--- config.mk ---
export PLATFORM = sky130hd
export DESIGN_NAME = bcd_to_binary_seq
export DESIGN_NICKNAME = d
export VERILOG_FILES = /design/src/rtl/bcd_to_binary_seq.sv
export SDC_FILE = /design/constraint.sdc
export NUM_CORES = 1
export LEC_CHECK = 0
export BUFFER_PORTS_ARGS = -buffer_cell sky130_fd_sc_hd__buf_2
export CORE_UTILIZATION = 30
export DETAILED_ROUTE_END_ITERATION = 16
export GPL_TIMING_DRIVEN = 0
export PLACE_DENSITY = 0.47
export REMOVE_ABC_BUFFERS = 1
export SLEW_MARGIN = 10
export SYNTH_ARGS = -nofsm -noshare
export SYNTH_HDL_FRONTEND = slang
export SYNTH_SLANG_ARGS = --single-unit
--- constraint.sdc ---
create_clock -name clk -period 3.93 [get_ports clk]
set_clock_uncertainty 0.1 [all_clocks]
set_input_delay 0.5895 -clock clk [delete_from_list [all_inputs] [get_ports clk]]
set_output_delay 0.5895 -clock clk [all_outputs]
set_load 0.1 [all_outputs]
--- src/rtl/bcd_to_binary_seq.sv ---
// Sequential packed-BCD to binary converter (reverse double dabble, one shift per clock).
// Latency BIN_W+1 edges after an accepted start (1 edge for invalid digits); start ignored unless ready.
module bcd_to_binary_seq #(
   parameter int DIGITS = 2,
   parameter int BIN_W  = 7
) (
   input  logic                  clk,
   input  logic                  reset,
   input  logic                  start,
   input  logic [4*DIGITS-1:0]   bcd_in,
   output logic                  ready,
   output logic                  busy,
   output logic                  done,
   output logic [BIN_W-1:0]      bin_out,
   output logic                  err
);

   localparam int BW = 4 * DIGITS;
   localparam int CW = (BIN_W > 1) ? $clog2(BIN_W) : 1;
   localparam logic [CW-1:0] LAST = CW'(BIN_W - 1);

   typedef enum logic [1:0] {IDLE, SHIFT, DONE} state_t;

   state_t            state;
   logic [BW-1:0]     bcd_reg;
   logic [BIN_W-1:0]  bin_reg;
   logic [CW-1:0]     cnt;
   logic              bad_reg;

   logic [BW+BIN_W-1:0] sh;
   logic [BW-1:0]       bcd_sh;
   logic [BW-1:0]       bcd_nxt;
   logic                in_bad;

   always_comb begin
      sh      = {bcd_reg, bin_reg} >> 1;
      bcd_sh  = sh[BW+BIN_W-1:BIN_W];
      bcd_nxt = bcd_sh;
      // a digit that received a carried-in 1 in its MSB is worth 8 here but should be 5
      for (int i = 0; i < DIGITS; i++) begin
         if (bcd_sh[4*i+3])
            bcd_nxt[4*i +: 4] = bcd_sh[4*i +: 4] - 4'd3;
      end
      in_bad = 1'b0;
      for (int i = 0; i < DIGITS; i++) begin
         if (bcd_in[4*i +: 4] > 4'd9)
            in_bad = 1'b1;
      end
   end

   always_ff @(posedge clk or posedge reset) begin
      if (reset) begin
         state   <= IDLE;
         ready   <= 1'b1;
         busy    <= 1'b0;
         done    <= 1'b0;
         bin_out <= '0;
         err     <= 1'b0;
         bcd_reg <= '0;
         bin_reg <= '0;
         cnt     <= '0;
         bad_reg <= 1'b0;
      end else begin
         done <= 1'b0;
         case (state)
            IDLE: begin
               if (start) begin
                  bcd_reg <= bcd_in;
                  bin_reg <= '0;
                  cnt     <= '0;
                  bad_reg <= in_bad;
                  ready   <= 1'b0;
                  if (in_bad) begin
                     state <= DONE;
                  end else begin
                     state <= SHIFT;
                     busy  <= 1'b1;
                  end
               end
            end
            SHIFT: begin
               bcd_reg <= bcd_nxt;
               bin_reg <= sh[BIN_W-1:0];
               cnt     <= cnt + CW'(1);
               if (cnt == LAST) begin
                  state <= DONE;
                  busy  <= 1'b0;
               end
            end
            DONE: begin
               done    <= 1'b1;
               bin_out <= bad_reg ? '0 : bin_reg;
               err     <= bad_reg;
               ready   <= 1'b1;
               state   <= IDLE;
            end
            default: begin
               state <= IDLE;
               ready <= 1'b1;
               busy  <= 1'b0;
            end
         endcase
      end
   end

endmodule

* After elaboration in Yosys (flattened, before gate mapping) *
Index checks and enable logic that the tools add are counted.

word-level totals
  output and inout port bits = 11
  logic and storage cells = 50
  register bits = 32
  input port bits = 11

operators by class
  bitwise operators = 2
  reductions and logical operators = 7
  $add $sub $neg = 2
  equal/unequal tests = 6
  magnitude comparators = 2
  muxes and demuxes = 21

operators with widths
  cell                                                                 count
  8-bit one-hot mux with 2 select lines                                1
  7-bit 2-to-1 mux                                                     2
  7-bit one-hot mux with 2 select lines                                1
  4-bit greater-than comparator (second input constant)                2
  8-bit 2-to-1 mux                                                     1
  2-bit AND reduction                                                  4
  1-bit 2-to-1 mux                                                     7
  2-bit 2-to-1 mux                                                     3
  2-bit != test (second input constant)                                3
  3-bit one-hot mux with 2 select lines                                1
  4-bit 2-to-1 mux                                                     1
  2-bit one-hot mux with 2 select lines                                1
  4-bit AND reduction                                                  1
  4-bit by 2-bit subtractor with 4-bit output (second input constant)  1
  3-bit by 1-bit adder with 3-bit output (second input constant)       1
  3-bit == test (second input constant)                                1
  3-bit 2-to-1 mux                                                     1
  1-bit one-hot mux with 3 select lines                                1
  2-bit by 1-bit == test with 1-bit output (second input constant)     1
  2-bit == test (second input constant)                                1
  2-bit zero test                                                      1
  1-bit inverter                                                       2
  1-bit one-hot mux with 2 select lines                                1
  2-bit nonzero test                                                   1

* Logic depth before layout (Yosys ltp) *
Gate-level depths: netlist (run 1).

  depth after elaboration = 6
  gate-level depth with buffers = 5
  gate-level depth less buffers = 5

* Worst setup path after synthesis (run 1) *
OpenSTA, ideal clock, no wires.

  kind = register to output
  start point = reg bin_out[0]
  end point = out bin_out[0]
  buffers on the path = 0
  slack = 2.343 ns
  data arrival time = 0.897 ns
  required time = 3.240 ns
  cell stages (with the launch flop) = 1
  cell sequence = dfrtp_1

RTL lines
  what                      line  RTL
  start: declaration        14    output logic [BIN_W-1:0] bin_out,
  start signal: assignment  92    bin_out <= bad_reg ? '0 : bin_reg;

No word-level cell between the ends.

* Worst setup path in the final report (run 1) *
  start point = reg ready
  end point = out ready

RTL lines
  what                      line  RTL
  start: declaration        11    output logic ready,
  start signal: assignment  54    ready <= 1'b1;
  start signal: assignment  72    ready <= 1'b0;
  start signal: assignment  94    ready <= 1'b1;

No word-level cell between the ends.

==> impl_metrics.toml, run 1 <==
[status]
status = "finished clean"

[clock_tree]
clk_pin_slew_ns = 0.07
numCtsBuffers = 5
clock_latency_ns = 0.29
post_cts_buffers = 0
root_buffer = "clkbuf_8"
cts_resized = 0
htreeDepth = 2
numClockSinks = 32
cts_tree = "built"
hold_buffers = 0
clock_path_buffers = 2

[timing]
finalSetupTns_ns = 0
final_hold_viol_count = 0
relSlewSlack_pct = 53.4
max_clock_freq_ghz = 0.521
finalCritPeriodShare_pct = 48.9
fin_crit_ns = 1.92
worst_slew_pin_slew_ns = 0.698
rsz0062_at_grt = "no"
drv_slew = 0
setup_violations = 0

[worst_setup_path]
crit_type = "register to primary output"
path_depth = 1
max_stage_delay_ns = 0.53
arrival_ns = 1.23
end_kind = "primary output"
r2r_cells = 2
critPathBufInv = 1
crit_family = "flip-flops"
crit_fanout = 2
required_ns = 3.24
startpoint_type = "register"
worstPathCellList = "buf_2"
crit_path_top_delay_cell = "dfstp_2"

[layout]
area_delta_synth_final_pct = 17.6
layout_commonest_cell = "dfrtp_1"
layout-drive-gt1-share_pct = 23.4
largest_reg_flops = 8
fin_nets = 171
fillers = 502
layout_common_cells = "31 x dfrtp_1, 21 x buf_2, 17 x nand2_1"
antenna_cells = 0

[grt]
grt_first_pass_wirelength_um = 5050
antenna_found_initial = 0
grt_usage_pct = 13.3
grt_max_degree = 33
grt_overflow_total = 0
grt_pass1_vias = 1052

[routing]
wl_um = 2910
drt_iter0_drc = 73
wl_met3_um = 127
post_drt_wl_per_cell_um = 12.9
final_antenna_net_count = 0
wl_met2_um = 1350
via_per_inst = 4.78
vias = 1076
wirelength_met1_um = 1410
dr.pass1.iters = 4
top_layer_used = "met4"
drcViolationCount = 0

[logic_synthesis]
yosys_warnings = 0
ys_ff_latch = 32
synth_top_cell_by_area = "dfrtp_1"
syn_avg_cell_area_um2 = 10.8
ys_seq_area_share_pct = 54.6
synth.distinct_cells = 31
netlist_area_mm2 = 0.00147
synthesis.instances = 136
yosysTopAreaCellShare_pct = 52.9
netlist_top_cells_area = "dfrtp_1 53%, nand2_1 4.3%, a22o_1 4.2%"

[power_and_ir_drop]
total_power_mw = 1.53
leakage_nw = 0.775
power_density_mw_per_mm2 = 884
vdd.ir_drop.worst_v = 0.000388

[floorplan]
die-area_mm2 = 0.00518
die_h_um = 71.9
core_area_mm2 = 0.00472
die_x_um = 71.9
io_pins = 22
rows = 25
start_util_pct = 31.1

[placed_design]
gp_congestion = 0.822
place_hpwl_um = 1910
port_buffers = 21

[hold_path]
hold_path_class = "primary input to async pin"

[flow_run]
drv_cap = 0
## cells by family (layout without fill, tap and decap cells)
kind of cell    count (synthesis)  count (layout)  synth area share, %
compound gates                 47              47                 22.6
xor+xnor                        2               2                 1.19
fa+ha+maj                       3               3                 2.56
buf+inv                        13              35                 4.43
flops                          32              32                 54.6
mux                             4               4                 2.90
simple gates                   35              35                 11.7
## final cells by class
type | count | area (µm²) | share of cell area (%)
flip-flops and latches | 32 | 802 | 46.5
multi-input cells | 91 | 601 | 34.8
repair buffers | 21 | 105 | 6.09
well taps | 67 | 83.8 | 4.86
clock buffers | 5 | 68.8 | 3.99
clock inverters | 3 | 42.5 | 2.47
inverters | 6 | 22.5 | 1.31
## layer usage
layer  global-route usage [%]  vias up
met5                        0        -
met4                     7.84        0
met3                     3.33        4
met2                     19.6       27
met1                     17.6      521
li1                         -      524
## metrics by stage
step / instance area, µm² / worst slack, ns / cells / utilization (%) / hold slack (ns)
global placement: 1610 / 2.06 / 217 / 34.2 / 0.356
floorplan: 1430 / 2.34 / 129 / - / 0.367
detailed placement: 1610 / 1.99 / 217 / 34.2 / 0.365
CTS: 1730 / 2.00 / 225 / 36.5 / 0.383
finish: 1730 / 2.01 / 225 / 36.5 / 0.308
global route: 1730 / 1.95 / 225 / 36.5 / 0.370
## power by group
group | total (mW) | switching (mW) | internal [mW]
clock network | 0.319 | 0.131 | 0.188
logic | 0.628 | 0.439 | 0.189
registers | 0.578 | 0.129 | 0.450
## path summary, 6_finish.rpt
check / slack (ns) / from / end
min in group clk: 0.37 / bin_out[4] / bin_out[4]
worst max-delay path: 2.01 / ready / ready
worst min register to register: 0.37 / bin_out[4] / bin_out[4]
max in group asynchronous: 2.97 / reset / cnt[0]
worst min-delay path: 0.31 / reset / bin_out[2]
worst max register to register: 2.13 / state[0] / err
## cell usage after synthesis
cell type / number
ha_1: 3
o21ai_0: 9
nand2_1: 17
inv_2: 1
inv_1: 5
dfrtp_1: 31
dfstp_2: 1
clkbuf_2: 1
o211ai_1: 1
a22oi_1: 7
o2bb2ai_1: 1
o21ai_1: 9
buf_4: 3
nor2b_2: 1
o22ai_1: 3
a21oi_1: 2
a31oi_1: 3
o21bai_4: 1
nor3b_1: 1
nand2b_1: 9
buf_2: 3
mux2i_1: 2
nor2_1: 4
xnor2_1: 2
a22o_1: 7
mux2_2: 1
and2b_1: 1
a221oi_2: 2
o31ai_1: 2
mux2_1: 1
nor2b_1: 2
Note: power is estimated with default switching activity, not from simulation.
==> run 2, diff against run 1 <==
==> constraint.sdc (replaced) <==
create_clock -name clk -period 1.9 [get_ports clk]
set_clock_uncertainty 0.1 [all_clocks]
set_input_delay 0.285 -clock clk [delete_from_list [all_inputs] [get_ports clk]]
set_output_delay 0.285 -clock clk [all_outputs]
set_load 0.1 [all_outputs]
==> run 2 against run 1 <==
  * The run now ends with hold timing left
  * Via count down 0.37%
  * Sequential power increased by 110%
  * Register-to-register slack worse by 1.9 ns
  * Design area is 0.44% higher
  * Utilization rose by 0.16 points
  * Final cell count unchanged
  * Global-route usage did not move
  * Largest power group unchanged
==> impl_metrics.toml, run 2 (synthesized netlist as in run 1, its figures left out) <==
[worst_setup_path]
arrival_ns = 1.74
end_kind = "register"
reg2reg_slack_ns = 0.23
crit_type = "register to register"
r2r_end = "err"
r2r_cells = 2
crit_path_top_delay_cell = "dfrtp_1"
required_ns = 1.97
worstPathCellList = "nand2b_2 > mux2_2"
r2r_start = "state[0]"
startpoint_type = "register"
max_stage_delay_ns = 0.69
crit_fanout = 16

[timing]
setup_violations = 0
finalSetupTns_ns = 0
fin_crit_ns = 1.67
max_clock_freq_ghz = 0.601
drv_slew = 0
worst_slew_pin_slew_ns = 0.682
rsz0062_at_grt = "no"
final_hold_viol_count = 12
fin_ws_ns = 0.235
relSlewSlack_pct = 54.4
whs_ns = -0.00383
finalCritPeriodShare_pct = 87.6

[layout]
largest_reg_flops = 8
area_delta_synth_final_pct = 18.1
final_cells = 225
layout_common_cells = "31 x dfrtp_1, 21 x buf_2, 17 x nand2_1"
fillers = 502
multi_input_area_um2 = 608
antenna_cells = 0
fin_nets = 171
layout_commonest_cell = "dfrtp_1"
final-seq-area_um2 = 802
layout-drive-gt1-share_pct = 24.1

[clock_tree]
numCtsBuffers = 5
clock_latency_ns = 0.29
post_cts_buffers = 0
clock_path_buffers = 2
cts_resized = 0
cts_tree = "built"
clk_pin_slew_ns = 0.07
numClockSinks = 32
root_buffer = "clkbuf_8"
hold_buffers = 0
htreeDepth = 2

[grt]
grt_max_degree = 33
grt_util_met1_pct = 17.6
grt_first_pass_wirelength_um = 5050
grt_pass1_vias = 1052
grt-busiest-layer = "met2"
grt_use_met2_pct = 19.6
grt_usage_pct = 13.3
met3_usage_pct = 3.33
antenna_found_initial = 0
grt_overflow_total = 0

[flow_run]
drv_cap = 0

[floorplan]
die_x_um = 71.9
rows = 25
core_area_mm2 = 0.00472
start_util_pct = 31.1
die-area_mm2 = 0.00518
io_pins = 22
die_h_um = 71.9

[power_and_ir_drop]
vdd.ir_drop.worst_v = 0.000804
power_frac_comb_pct = 41.2
p_clk_share_pct = 20.8
leakage_nw = 0.779
total_power_mw = 3.17
p_sw_mw = 1.45
power_density_mw_per_mm2 = 1830
power.internal_mw = 1.72
pwr-share-seq_pct = 37.9
p_sw_share_pct = 45.7

[hold_path]
hold_path_class = "primary input to async pin"

[routing]
drcViolationCount = 0
vias = 1072
final_antenna_net_count = 0
wl_um = 2900
via_per_inst = 4.76
dr.pass1.iters = 4
post_drt_wl_per_cell_um = 12.9
drt_iter0_drc = 77

[placed_design]
gp_congestion = 0.822
post-place-ws_ns = 0.0707
port_buffers = 21
place_hpwl_um = 1910
dp_cells = 217

[status]
violations = "hold timing"
status = "finished with violations"
==> run 2: area by class of cell <==
type	instances	share of cell area [%]
repair buffers	21	6.07
flip-flops and latches	32	46.3
clock buffers	5	3.97
clock inverters	3	2.45
inverters	6	1.30
well taps	67	4.84
multi-input cells	91	35.1
==> run 2: critical path, delay by kind of cell, from the launching register on <==
kind | cells | cell delay, ns
and+or+nand+nor | 1 | 0.39
DFF | 1 | 0.69
muxes | 1 | 0.36
==> run 2: how the worst max path moves through the flow <==
stage	endpoint	startpoint	cells past startpoint
global placement	err	state[0]	2
detailed placement	err	state[0]	2
finish	err	state[0]	2
floorplan	err	state[0]	2
CTS	err	state[0]	2
global route	err	state[0]	2
==> run 2: metrics by stage <==
stage | util, % | cell area, µm²
final | 36.7 | 1730
after global routing | 36.7 | 1730
after CTS | 36.5 | 1730
after detailed placement | 34.2 | 1610
after global placement | 34.2 | 1610
after floorplan | - | 1430
==> run 2: routing by layer <==
layer / up-vias / part of all wire, % / wire (µm)
met2: 30 / 47 / 1360
met4: 0 / 1.0 / 29
met5: - / 0 / 0
met3: 8 / 5.4 / 155
met1: 509 / 47 / 1350
li1: 525 / - / -
==> run 2: power groups by stage <==
stage	Combinational, mW	Clock (mW)	Sequential [mW]
3_5_place_dp	1.31	0	1.22
4_1_cts	1.31	0.682	1.20
2_1_floorplan	0.572	0	1.67
5_1_grt	1.41	0.708	1.25
3_3_place_gp	1.29	0	1.21
6_report	1.31	0.660	1.20
==> run 3, diff against run 2 <==
--- a/config.mk
+++ b/config.mk
@@ -6,11 +6,13 @@
 export NUM_CORES = 1
 export LEC_CHECK = 0
 export BUFFER_PORTS_ARGS = -buffer_cell sky130_fd_sc_hd__buf_2
+export CAP_MARGIN = 20
 export CORE_UTILIZATION = 30
 export DETAILED_ROUTE_END_ITERATION = 16
 export GPL_TIMING_DRIVEN = 0
-export PLACE_DENSITY = 0.47
+export PLACE_DENSITY = 0.49
 export REMOVE_ABC_BUFFERS = 1
+export SKIP_CTS_REPAIR_TIMING = 1
 export SLEW_MARGIN = 10
 export SYNTH_ARGS = -nofsm -noshare
 export SYNTH_HDL_FRONTEND = slang
==> constraint.sdc (replaced) <==
create_clock -name clk -period 1.5 [get_ports clk]
set_clock_uncertainty 0.1 [all_clocks]
set_input_delay 0.225 -clock clk [delete_from_list [all_inputs] [get_ports clk]]
set_output_delay 0.225 -clock clk [all_outputs]
set_load 0.1 [all_outputs]
==> run 3 against run 2 <==
  * The run still ends with hold timing left
  * Worst setup slack got worse by 0.20 ns
  * Critical path type is now register to primary output
  * Critical path depth decreased by 1
  * Count of clock-buffer cells in the layout increased by 1
  * Via count increased by 1.2%
  * Highest routed layer unchanged
==> impl_metrics.toml, run 3 (synthesized netlist as in run 1, its figures left out) <==
[layout]
fillers = 487
postLayoutCellArea_mm2 = 0.00180
final_util_pct = 38.2
layout_commonest_cell = "dfrtp_1"
fin_nets = 177
area_delta_synth_final_pct = 22.9
layout-drive-gt1-share_pct = 28.7
antenna_cells = 0
largest_reg_flops = 8
layout_common_cells = "29 x dfrtp_1, 20 x buf_2, 17 x nand2_1"

[worst_setup_path]
worstPathCellList = "clkbuf_4"
crit_family = "flip-flops"
startpoint_type = "register"
max_stage_delay_ns = 0.53
end_kind = "primary output"
arrival_ns = 1.14
crit_type = "register to primary output"
critPathBufInv = 1
crit_path_top_delay_cell = "dfstp_2"
crit_fanout = 2
required_ns = 1.17

[floorplan]
start_util_pct = 31.1
core_area_mm2 = 0.00472
rows = 25
die_h_um = 71.9
die-area_mm2 = 0.00518
io_pins = 22
die_x_um = 71.9

[power_and_ir_drop]
vdd.ir_drop.worst_v = 0.00108
leakage_nw = 0.817
power_density_mw_per_mm2 = 2270
total_power_mw = 4.10

[clock_tree]
clock_latency_ns = 0.29
numClockSinks = 32
cts_tree = "built"
root_buffer = "clkbuf_8"
clock_path_buffers = 2
htreeDepth = 2
numCtsBuffers = 5
clk_pin_slew_ns = 0.07

[placed_design]
dpl-instance-area_mm2 = 0.00163
gp_congestion = 0.844
place_hpwl_um = 2020
post-place-ws_ns = -0.289
port_buffers = 21

[grt]
antenna_found_initial = 0
grt_first_pass_wirelength_um = 5230
grt_overflow_total = 0
grt_pass1_vias = 1106
grt_max_degree = 19
grt_usage_pct = 13.7

[timing]
setup_violations = 0
fin_crit_ns = 1.46
finalCritPeriodShare_pct = 97.4
worst_slew_pin_slew_ns = 0.720
max_clock_freq_ghz = 0.684
whs_ns = -0.0562
fin_ws_ns = 0.0389
finalSetupTns_ns = 0
rsz0062_at_grt = "yes"
drv_slew = 0
final_hold_viol_count = 16
relSlewSlack_pct = 52.0

[routing]
drt_iter0_drc = 64
wl_met2_um = 1410
drcViolationCount = 0
wl_um = 2980
final_antenna_net_count = 0
top_layer_used = "met4"
via_per_inst = 4.70
dr.pass1.iters = 4
wirelength_met1_um = 1400
wl_met3_um = 143
vias = 1085
post_drt_wl_per_cell_um = 12.9

[flow_run]
drv_cap = 0

[hold_path]
hold_path_class = "primary input to async pin"

[status]
status = "finished with violations"
violations = "hold timing"
-- run 3: where the power goes --
group / switching, mW / total (mW) / internal [mW]
Sequential: 0.336 / 1.52 / 1.19
Clock: 0.327 / 0.820 / 0.493
Combinational: 1.19 / 1.76 / 0.573
Total: 1.85 / 4.10 / 2.25
-- run 3: layer usage --
layer | track usage, % | vias to the layer above
li1 | - | 545
met1 | 17.0 | 510
met2 | 21.4 | 26
met3 | 4.44 | 4
met4 | 7.19 | 0
met5 | 0 | -
-- run 3: worst paths after layout --
check                           start         end  slack, ns  cells past startpoint
setup / recovery                ready       ready       0.04                      1
hold / removal                  reset      cnt[0]      -0.06                      2
setup reg to reg             state[1]     bad_reg       0.08                      3
min in group clk            bcd_in[4]  bcd_reg[4]       0.13                      3
hold reg to reg            bin_out[3]  bin_out[3]       0.37                      2
max in group asynchronous       reset    state[1]       0.79                      3
-- run 3: metrics by stage --
stage	hold slack, ns	cells
final	-0.0562	231
after global routing	0.00167	231
after CTS	-0.0263	226
after detailed placement	0.291	218
after global placement	0.357	217
after floorplan	0.240	129
-- run 3: layout make-up --
| cell class | count | area [µm²] | share of cell area (%) |
|---|---|---|---|
| clock buffer | 6 | 72.6 | 4.02 |
| clock inverter | 2 | 35.0 | 1.94 |
| inverter | 6 | 22.5 | 1.25 |
| multi-input combinational | 91 | 623 | 34.5 |
| sequential | 32 | 807 | 44.7 |
| tap | 67 | 83.8 | 4.65 |
| timing repair buffer | 27 | 160 | 8.88 |
